## src/rtl/mips_mc_if.sv

```systemverilog
// Control-unit bus: instruction fields, ALU/memory status in, datapath strobes and selects out.
// The control unit uses the master modport; the datapath side uses slave.
interface mips_mc_if;
  logic [5:0] op;
  logic [5:0] funct;
  logic       zero;
  logic       mem_ready;
  logic [3:0] alu_ctl;
  logic       alusrca;
  logic [1:0] alusrcb;
  logic       ext_zero;
  logic       iord;
  logic       memwrite;
  logic       irwrite;
  logic       regdst;
  logic       memtoreg;
  logic       regwrite;
  logic [1:0] pcsrc;
  logic       pcen;
  logic       illegal;

  modport master (
    input  op, funct, zero, mem_ready,
    output alu_ctl, alusrca, alusrcb, ext_zero, iord, memwrite, irwrite,
           regdst, memtoreg, regwrite, pcsrc, pcen, illegal
  );

  modport slave (
    output op, funct, zero, mem_ready,
    input  alu_ctl, alusrca, alusrcb, ext_zero, iord, memwrite, irwrite,
           regdst, memtoreg, regwrite, pcsrc, pcen, illegal
  );
endinterface

```

## src/rtl/mips_mc_control.sv

```systemverilog
// Multicycle MIPS control FSM: sequences fetch/decode/execute/memory/writeback
// and decodes datapath strobes, mux selects and the 4-bit ALU operation.
module mips_mc_control (
  input  logic         clk,
  input  logic         reset,
  mips_mc_if.master    bus
);
  localparam logic [3:0] FETCH  = 4'd0;
  localparam logic [3:0] DECODE = 4'd1;
  localparam logic [3:0] MEMADR = 4'd2;
  localparam logic [3:0] MEMRD  = 4'd3;
  localparam logic [3:0] MEMWB  = 4'd4;
  localparam logic [3:0] MEMWR  = 4'd5;
  localparam logic [3:0] RTEX   = 4'd6;
  localparam logic [3:0] RTWB   = 4'd7;
  localparam logic [3:0] BREX   = 4'd8;
  localparam logic [3:0] IMMEX  = 4'd9;
  localparam logic [3:0] IMMWB  = 4'd10;
  localparam logic [3:0] JEX    = 4'd11;

  localparam logic [5:0] OP_RTYPE = 6'b000000;
  localparam logic [5:0] OP_J     = 6'b000010;
  localparam logic [5:0] OP_BEQ   = 6'b000100;
  localparam logic [5:0] OP_BNE   = 6'b000101;
  localparam logic [5:0] OP_ADDI  = 6'b001000;
  localparam logic [5:0] OP_SLTI  = 6'b001010;
  localparam logic [5:0] OP_ANDI  = 6'b001100;
  localparam logic [5:0] OP_ORI   = 6'b001101;
  localparam logic [5:0] OP_XORI  = 6'b001110;
  localparam logic [5:0] OP_LW    = 6'b100011;
  localparam logic [5:0] OP_SW    = 6'b101011;

  localparam logic [3:0] ALU_ADD = 4'd2;
  localparam logic [3:0] ALU_SUB = 4'd0;
  localparam logic [3:0] ALU_AND = 4'd10;
  localparam logic [3:0] ALU_OR  = 4'd1;
  localparam logic [3:0] ALU_NOR = 4'd12;
  localparam logic [3:0] ALU_XOR = 4'd13;
  localparam logic [3:0] ALU_SLT = 4'd7;

  logic [3:0] state, next_state;
  logic [5:0] op_q, funct_q;
  logic [3:0] rt_alu;
  logic       rt_legal;

  always_ff @(posedge clk) begin
    if (reset) state <= FETCH;
    else       state <= next_state;
  end

  // NOTE: op_q/funct_q are always loaded in DECODE before any later state reads them, so they carry no reset.
  always_ff @(posedge clk) begin
    if (state == DECODE) begin
      op_q    <= bus.op;
      funct_q <= bus.funct;
    end
  end

  always_comb begin
    rt_legal = 1'b1;
    unique case (funct_q)
      6'b100000: rt_alu = ALU_ADD;
      6'b100010: rt_alu = ALU_SUB;
      6'b100100: rt_alu = ALU_AND;
      6'b100101: rt_alu = ALU_OR;
      6'b100110: rt_alu = ALU_XOR;
      6'b100111: rt_alu = ALU_NOR;
      6'b101010: rt_alu = ALU_SLT;
      default: begin
        rt_alu   = ALU_ADD;
        rt_legal = 1'b0;
      end
    endcase
  end

  // NOTE: every output gets a default at the top of this block, so no path can infer a latch.
  always_comb begin
    next_state   = FETCH;
    bus.alu_ctl  = ALU_ADD;
    bus.alusrca  = 1'b0;
    bus.alusrcb  = 2'b00;
    bus.ext_zero = 1'b0;
    bus.iord     = 1'b0;
    bus.memwrite = 1'b0;
    bus.irwrite  = 1'b0;
    bus.regdst   = 1'b0;
    bus.memtoreg = 1'b0;
    bus.regwrite = 1'b0;
    bus.pcsrc    = 2'b00;
    bus.pcen     = 1'b0;
    bus.illegal  = 1'b0;

    case (state)
      FETCH: begin
        bus.alusrcb = 2'b01;
        bus.irwrite = bus.mem_ready;
        bus.pcen    = bus.mem_ready;
        next_state  = bus.mem_ready ? DECODE : FETCH;
      end
      DECODE: begin
        bus.alusrcb = 2'b11;
        case (bus.op)
          OP_LW, OP_SW:                                 next_state = MEMADR;
          OP_RTYPE:                                     next_state = RTEX;
          OP_BEQ, OP_BNE:                               next_state = BREX;
          OP_ADDI, OP_SLTI, OP_ANDI, OP_ORI, OP_XORI:   next_state = IMMEX;
          OP_J:                                         next_state = JEX;
          default:                                      bus.illegal = 1'b1;
        endcase
      end
      MEMADR: begin
        bus.alusrca = 1'b1;
        bus.alusrcb = 2'b10;
        next_state  = (op_q == OP_LW) ? MEMRD : MEMWR;
      end
      MEMRD: begin
        bus.iord   = 1'b1;
        next_state = bus.mem_ready ? MEMWB : MEMRD;
      end
      MEMWB: begin
        bus.memtoreg = 1'b1;
        bus.regwrite = 1'b1;
      end
      MEMWR: begin
        bus.iord     = 1'b1;
        bus.memwrite = 1'b1;
        next_state   = bus.mem_ready ? FETCH : MEMWR;
      end
      RTEX: begin
        bus.alusrca = 1'b1;
        bus.alu_ctl = rt_alu;
        bus.illegal = ~rt_legal;
        next_state  = rt_legal ? RTWB : FETCH;
      end
      RTWB: begin
        bus.regdst   = 1'b1;
        bus.regwrite = 1'b1;
      end
      BREX: begin
        bus.alusrca = 1'b1;
        bus.alu_ctl = ALU_SUB;
        bus.pcsrc   = 2'b01;
        bus.pcen    = bus.zero ^ (op_q == OP_BNE);
      end
      IMMEX: begin
        bus.alusrca = 1'b1;
        bus.alusrcb = 2'b10;
        next_state  = IMMWB;
        case (op_q)
          OP_SLTI: bus.alu_ctl = ALU_SLT;
          OP_ANDI: begin bus.alu_ctl = ALU_AND; bus.ext_zero = 1'b1; end
          OP_ORI:  begin bus.alu_ctl = ALU_OR;  bus.ext_zero = 1'b1; end
          OP_XORI: begin bus.alu_ctl = ALU_XOR; bus.ext_zero = 1'b1; end
          default: bus.alu_ctl = ALU_ADD;
        endcase
      end
      IMMWB: begin
        bus.regwrite = 1'b1;
      end
      JEX: begin
        bus.pcsrc = 2'b10;
        bus.pcen  = 1'b1;
      end
      default: next_state = FETCH;
    endcase

    // Nothing may be written or loaded while reset is held.
    if (reset) begin
      bus.memwrite = 1'b0;
      bus.irwrite  = 1'b0;
      bus.regwrite = 1'b0;
      bus.pcen     = 1'b0;
      bus.illegal  = 1'b0;
    end
  end
endmodule

```

## src/flat_wrapper.sv

```systemverilog
// flat-port wrapper written by rule: the top's interface ports become plain ports
module mips_mc_control_flat 
  (clk, reset, bus_op, bus_funct, bus_zero, bus_mem_ready, bus_alu_ctl, bus_alusrca, bus_alusrcb, bus_ext_zero, bus_iord, bus_memwrite, bus_irwrite, bus_regdst, bus_memtoreg, bus_regwrite, bus_pcsrc, bus_pcen, bus_illegal);
  mips_mc_if bus_i ();
  input  logic clk;
  input  logic reset;
  input wire logic [$bits(bus_i.op)-1:0] bus_op;
  input wire logic [$bits(bus_i.funct)-1:0] bus_funct;
  input wire logic [$bits(bus_i.zero)-1:0] bus_zero;
  input wire logic [$bits(bus_i.mem_ready)-1:0] bus_mem_ready;
  output wire logic [$bits(bus_i.alu_ctl)-1:0] bus_alu_ctl;
  output wire logic [$bits(bus_i.alusrca)-1:0] bus_alusrca;
  output wire logic [$bits(bus_i.alusrcb)-1:0] bus_alusrcb;
  output wire logic [$bits(bus_i.ext_zero)-1:0] bus_ext_zero;
  output wire logic [$bits(bus_i.iord)-1:0] bus_iord;
  output wire logic [$bits(bus_i.memwrite)-1:0] bus_memwrite;
  output wire logic [$bits(bus_i.irwrite)-1:0] bus_irwrite;
  output wire logic [$bits(bus_i.regdst)-1:0] bus_regdst;
  output wire logic [$bits(bus_i.memtoreg)-1:0] bus_memtoreg;
  output wire logic [$bits(bus_i.regwrite)-1:0] bus_regwrite;
  output wire logic [$bits(bus_i.pcsrc)-1:0] bus_pcsrc;
  output wire logic [$bits(bus_i.pcen)-1:0] bus_pcen;
  output wire logic [$bits(bus_i.illegal)-1:0] bus_illegal;
  assign bus_i.op = bus_op;
  assign bus_i.funct = bus_funct;
  assign bus_i.zero = bus_zero;
  assign bus_i.mem_ready = bus_mem_ready;
  assign bus_alu_ctl = bus_i.alu_ctl;
  assign bus_alusrca = bus_i.alusrca;
  assign bus_alusrcb = bus_i.alusrcb;
  assign bus_ext_zero = bus_i.ext_zero;
  assign bus_iord = bus_i.iord;
  assign bus_memwrite = bus_i.memwrite;
  assign bus_irwrite = bus_i.irwrite;
  assign bus_regdst = bus_i.regdst;
  assign bus_memtoreg = bus_i.memtoreg;
  assign bus_regwrite = bus_i.regwrite;
  assign bus_pcsrc = bus_i.pcsrc;
  assign bus_pcen = bus_i.pcen;
  assign bus_illegal = bus_i.illegal;
  mips_mc_control u_core (.clk(clk), .reset(reset), .bus(bus_i));
endmodule
```

## config.mk

```make
export PLATFORM = sky130hd
export DESIGN_NAME = mips_mc_control_flat
export DESIGN_NICKNAME = d
export VERILOG_FILES = /design/src/rtl/mips_mc_if.sv /design/src/rtl/mips_mc_control.sv /design/src/flat_wrapper.sv
export SDC_FILE = /design/constraint.sdc
export NUM_CORES = 1
export LEC_CHECK = 0
export CAP_MARGIN = 30
export CORE_MARGIN = 2
export CORE_UTILIZATION = 49
export CTS_CLUSTER_SIZE = 14
export DETAILED_ROUTE_END_ITERATION = 10
export PLACE_DENSITY_LB_ADDON = 0.1
export SLEW_MARGIN = 20
export SYNTH_ARGS = -nofsm -noshare
export SYNTH_HDL_FRONTEND = slang
export SYNTH_SLANG_ARGS = --single-unit
```

## constraint.sdc

```tcl
create_clock -name clk -period 3.9 [get_ports clk]
set_clock_uncertainty 0.15 [all_clocks]
set_input_delay 0.78 -clock clk [delete_from_list [all_inputs] [get_ports clk]]
set_output_delay 0.78 -clock clk [all_outputs]
set_load 0.05 [all_outputs]
```

# After elaboration in Yosys (flattened, before gate mapping)
# Index checks and enable logic that the tools add are counted.
dict set report totals {
  memories 0
  ram_bits 0
  romBits 0
  register_bits 16
  latchBits 0
}
dict set report op_classes {
  mux 30
  n_reduce_logical 12
  shifts 0
  bitwise 2
  n_eq_ne 34
  mul 0
  addsub 0
  n_div 0
  n_lt_le_gt_ge 0
}
# op count
set ops {}
lappend ops {{6-bit == test (second input constant)} 10}
lappend ops {{6-bit by 4-bit == test with 1-bit output (second input constant)} 9}
lappend ops {{4-bit one-hot mux with 7 select lines} 1}
lappend ops {{4-bit one-hot mux with 6 select lines} 1}
lappend ops {{4-bit one-hot mux with 5 select lines} 1}
lappend ops {{6-bit by 3-bit == test with 1-bit output (second input constant)} 3}
lappend ops {{1-bit 2-to-1 mux} 17}
lappend ops {{4-bit by 3-bit == test with 1-bit output (second input constant)} 4}
lappend ops {{4-bit == test (second input constant)} 4}
lappend ops {{4-bit one-hot mux with 4 select lines} 1}
lappend ops {{3-bit 2-to-1 mux} 4}
lappend ops {{4-bit one-hot mux with 3 select lines} 1}
lappend ops {{11-bit OR reduction} 1}
lappend ops {{4-bit by 2-bit == test with 1-bit output (second input constant)} 2}
lappend ops {{2-bit OR reduction} 4}
lappend ops {{7-bit OR reduction} 1}
lappend ops {{6-bit by 2-bit == test with 1-bit output (second input constant)} 1}
lappend ops {{6-bit zero test} 1}
lappend ops {{2-bit one-hot mux with 3 select lines} 1}
lappend ops {{3-bit OR reduction} 2}
lappend ops {{5-bit OR reduction} 1}
lappend ops {{4-bit by 1-bit == test with 1-bit output (second input constant)} 1}
lappend ops {{4-bit zero test} 1}
lappend ops {{2-bit one-hot mux with 2 select lines} 1}
lappend ops {{other kinds (5)} 5}

# Longest topological paths before layout
dict set report logic_depth {
  ltp_word 6
  mapped_depth 6
  ltp_nobuf 4
}

# Worst setup path after synthesis
# No wires, ideal clock.
dict set report synth_path {
  path_kind {reg2out}
  start {register u_core.state[1]}
  end {output bus_pcen}
  required_time_ns 2.970
  setup_slack_ns 0.301
  stages_incl_launch_ff 6
  n_path_buf 2
  arrival_ns 2.669
  path_cell_list {dfxtp_1 -> buf_2 -> buf_2 -> nor3_1 -> nand2_1 -> o32ai_1}
}
dict set report synth_between {
  elab_chain_len 3
  word_cells_on_any_way 5
}
# item line
set synth_rtl {}
lappend synth_rtl {{start: declaration} mips_mc_control.sv:41} ;# logic [3:0] state, next_state;
lappend synth_rtl {{start signal: assignment} mips_mc_control.sv:48} ;# else state <= next_state;
lappend synth_rtl {{4-bit == test / 4-bit zero test (equally long branches)} mips_mc_control.sv:93} ;# case (state)
lappend synth_rtl {{1-bit one-hot mux with 3 select lines (*)} mips_mc_control.sv:93}
lappend synth_rtl {{1-bit 2-to-1 mux (*)} mips_mc_control.sv:168} ;# if (reset) begin
lappend synth_rtl {{end: declaration} flat_wrapper.sv:22} ;# output wire logic [$bits(bus_i.pcen)-1:0] bus_pcen;
# Every way passes the cells marked *; elsewhere a longest branch is shown, timed or not.

# Worst setup path in the final report
dict set report layout_path {
  start {input bus_mem_ready}
  end {output bus_irwrite}
}
dict set report layout_between {
  elab_chain_len 2
}
# item line
set layout_rtl {}
lappend layout_rtl {{start: declaration} flat_wrapper.sv:10} ;# input wire logic [$bits(bus_i.mem_ready)-1:0] bus_mem_ready;
lappend layout_rtl {{1-bit 2-to-1 mux} mips_mc_control.sv:93}
lappend layout_rtl {{1-bit 2-to-1 mux} mips_mc_control.sv:168}
lappend layout_rtl {{end: declaration} flat_wrapper.sv:17} ;# output wire logic [$bits(bus_i.irwrite)-1:0] bus_irwrite;
# Every way passes these cells.

==> results.md <==
* IR Drop Worst-Case VDD at 0.000233 V
* Tcrit/Tclk final at 92.2%
* Post-Syn Nets at 147
* Syn-to-layout area delta at 35.1%
* CTS tree: built
* Adder-cell share of the synthesized area at 0%
* Clock Power Share at 23.9%
* Sw Ratio at 28.1%
* Final nets at 183
* Max-cap viol count at 0
* RD Place Congestion at 0.848
* Largest family of logic cells by synthesized area: simple AND/OR/NAND/NOR gates
* Crit path max fanout at 6
* Worst Setup End Kind: primary output
* Post-synthesis sequential area ratio at 38.6%
* DP HPWL at 2050 um
* CTS root buffer: clkbuf_4
* Sequential power share at 53.7%
* Grt total ovfl at 0
* Logic pwr share at 22.4%
* Startpoint types: input port
* Post-cts resize count at 0
* Synth Cell Area at 0.00114 mm2
* Multiplexer area fraction after synthesis at 2.74%
* First DRT Iteration DRCs at 34
* Slew margin rel. at 65.9%
* Crit path required time at 2970 ps
* Pins Over Slew Limit at 0
* CP Cell Sequence: clkdlybuf4s50_1 -> nor4b_1 -> and2_1 -> clkdlybuf4s50_1
* Worst skew pair latency at 280 ps
* Via/cell ratio at 5.93
* Die H at 52.3 um
* Ys async rst share at 0%
* Final non-filler cell total at 194
* Setup Fix Bufs, Post-CTS at 0
* Slowest cell on the critical path: clkdlybuf4s50_1
* Total negative slack for setup checks at 0 ps
* Main synth FF type: edfxtp_1
* Critical path buffers and inverters at 2
* Synth Area in Simple Gates at 31.5%
* Final hold vios at 0
* Antenna cells at 0
* Antenna violations before repair at 0
* Min cycle time layout at 3600 ps
* CTS Buf Count at 3
* Post-DRT Antenna Nets at 0
* CTS Sinks at 16
* Complex-gate fraction of the synthesized area at 20.7%
* Sw Pwr at 104 uW
* Power per cell area at 241 mW/mm2
* Synth Register Bits at 16
* Port Buffer Count at 33
* H-Tree Depth at 1
* Slowest stage delay, CP at 800 ps
* Unrepaired setup endpoints after global routing: no
* Die Span X at 52.3 um
* Initial core utilization at 51.6%
* Wire length per cell at 14.1 um
* Worst Max-Slew Pin Slew at 511 ps
* Hold Crit Class: flop to flop
* Top achievable clock speed at 278 MHz
* CP most frequent cell: clkdlybuf4s50_1
* Die area at 0.00273 mm2
* Rows at 17
* Status: complete, no violations
* Crit path kind: input port to primary output
* Global-route wire length before repair at 4370 um
* DRC viols at 0
* CP delay by family, top: buffers and inverters
* Yosys warns at 0
* Synth Area in XOR/XNOR at 2.30%
* Number of distinct library cells after synthesis at 44
* Ports at 34
* Routed vias at 1151
* Post-synthesis cell count at 131
* LEAKAGE at 0.000518 uW
* Layout cells sized above 1 at 7.23%
* Hold Buf Count CTS at 0
* Post-synth EDFFs at 12
* Final hold slack at 560 ps
* Internal power at 267 uW
* Largest net degree at the start of global routing at 20
* Syn_area_per_cell at 8.71 um2
* # setup viols final at 0
* Routed WL at 2730 um
* Vias in the first global route at 942
* Gr usage total at 22.1%
* Clk pin slew, worst setup/hold paths at 90 ps
* Detailed-router iteration count before antenna repair at 4
* Core area at 0.00221 mm2
* Buffers from clock root to sink, at most at 2
* Cells after DPL at 190
* Crit path DAT at 2670 ps
## Yosys cell counts (all sizes together), types with 3 or more instances
master,n,area [um2]
nor4b,5,50.0
o21ai,6,30.0
nand2,11,41.3
a31oi,5,31.3
nand3,3,15.0
nor2b,5,31.3
dfxtp,4,80.1
nor3,8,40.0
nor2,12,45.0
nand2b,9,58.8
buf,5,25.0
a21oi,7,35.0
edfxtp,12,360
or3,3,18.8
inv,5,18.8
## logic make-up (layout without fill, tap and decap cells)
kind of cell / count (synthesis) / in the layout
buffers and inverters: 11 / 46
DFF: 16 / 16
and+or+nand+nor: 64 / 64
muxes: 3 / 3
AOI/OAI and AO/OA: 34 / 34
xor gates and xnor gates: 3 / 3
## cells in the final DEF, fill, tap and decap left out, types with 2 or more instances in the layout
cell type	netlist	layout
nand2b_1	8	8
nor3_1	8	8
o21bai_1	2	2
nor2_1	12	12
edfxtp_1	12	12
or3_1	3	3
clkdlybuf4s50_1	0	31
o21ai_1	2	2
nand3_1	3	3
nor4b_1	4	4
mux2i_1	2	2
o21ai_0	4	4
inv_1	5	5
xnor2_1	2	2
dfxtp_1	4	4
o32ai_1	2	2
a21oi_1	7	7
buf_4	0	5
nand3b_1	2	2
a31oi_1	5	5
clkbuf_4	0	3
nand2_1	11	11
nor2b_1	5	5
## metrics by stage
| step | area (um2) | worst slack (ps) | util, % | power [uW] |
|---|---|---|---|---|
| 2_1_floorplan | 1140 | 301 | - | 247 |
| 3_3_place_gp | 1520 | 362 | 68.5 | 283 |
| 3_5_place_dp | 1520 | 321 | 68.5 | 286 |
| 4_1_cts | 1540 | 312 | 69.7 | 372 |
| 5_1_grt | 1540 | 127 | 69.7 | 387 |
| 6_report | 1540 | 302 | 69.7 | 372 |
## power groups by stage
stage          clock [uW]  sequential (uW)  combinational, uW
3_3_place_gp            0              203               80.2
3_5_place_dp            0              204               82.7
5_1_grt              96.3              201               89.3
6_report             88.8              200               83.2
2_1_floorplan           0              201               45.9
4_1_cts              89.3              200               82.9
## final timing paths
kind	start	cells past startpoint	slack, ps	endpoint
worst max-delay path	bus_mem_ready	4	300	bus_irwrite
worst min register to register	u_core.state[0]	3	560	u_core.state[1]
worst min-delay path	u_core.state[0]	3	560	u_core.state[1]
worst max register to register	u_core.state[2]	5	2060	u_core.state[0]
## layer usage
| metal | GRT usage, % | vias up | share of wire (%) |
|---|---|---|---|
| li1 | - | 572 | - |
| met1 | 30.0 | 514 | 43 |
| met2 | 36.3 | 61 | 46 |
| met3 | 2.86 | 4 | 9.2 |
| met4 | 7.69 | 0 | 1.2 |
| met5 | 0 | - | 0 |
## registers in the layout, indices dropped and copies added, names as in the netlist
register,flops
u_core.state,4
u_core.op_q,6
u_core.funct_q,6
## worst min-delay path, delay by kind of cell (launching register included)
family / cells / cell delay (ps)
flops: 1 / 320
compound gates: 1 / 90
simple gates: 1 / 90
buf+inv: 1 / 170
## final cells by class
| type | instances | area, um2 |
|---|---|---|
| Clock inverter | 1 | 3.75 |
| Fill cell | 189 | 671 |
| Tap cell | 28 | 35.0 |
| Timing Repair Buffer | 37 | 368 |
| Clock buffer | 3 | 22.5 |
| Multi-Input combinational cell | 104 | 653 |
| Sequential cell | 16 | 440 |
| Inverter | 5 | 18.8 |
Note: power is estimated with default switching activity, not from simulation.
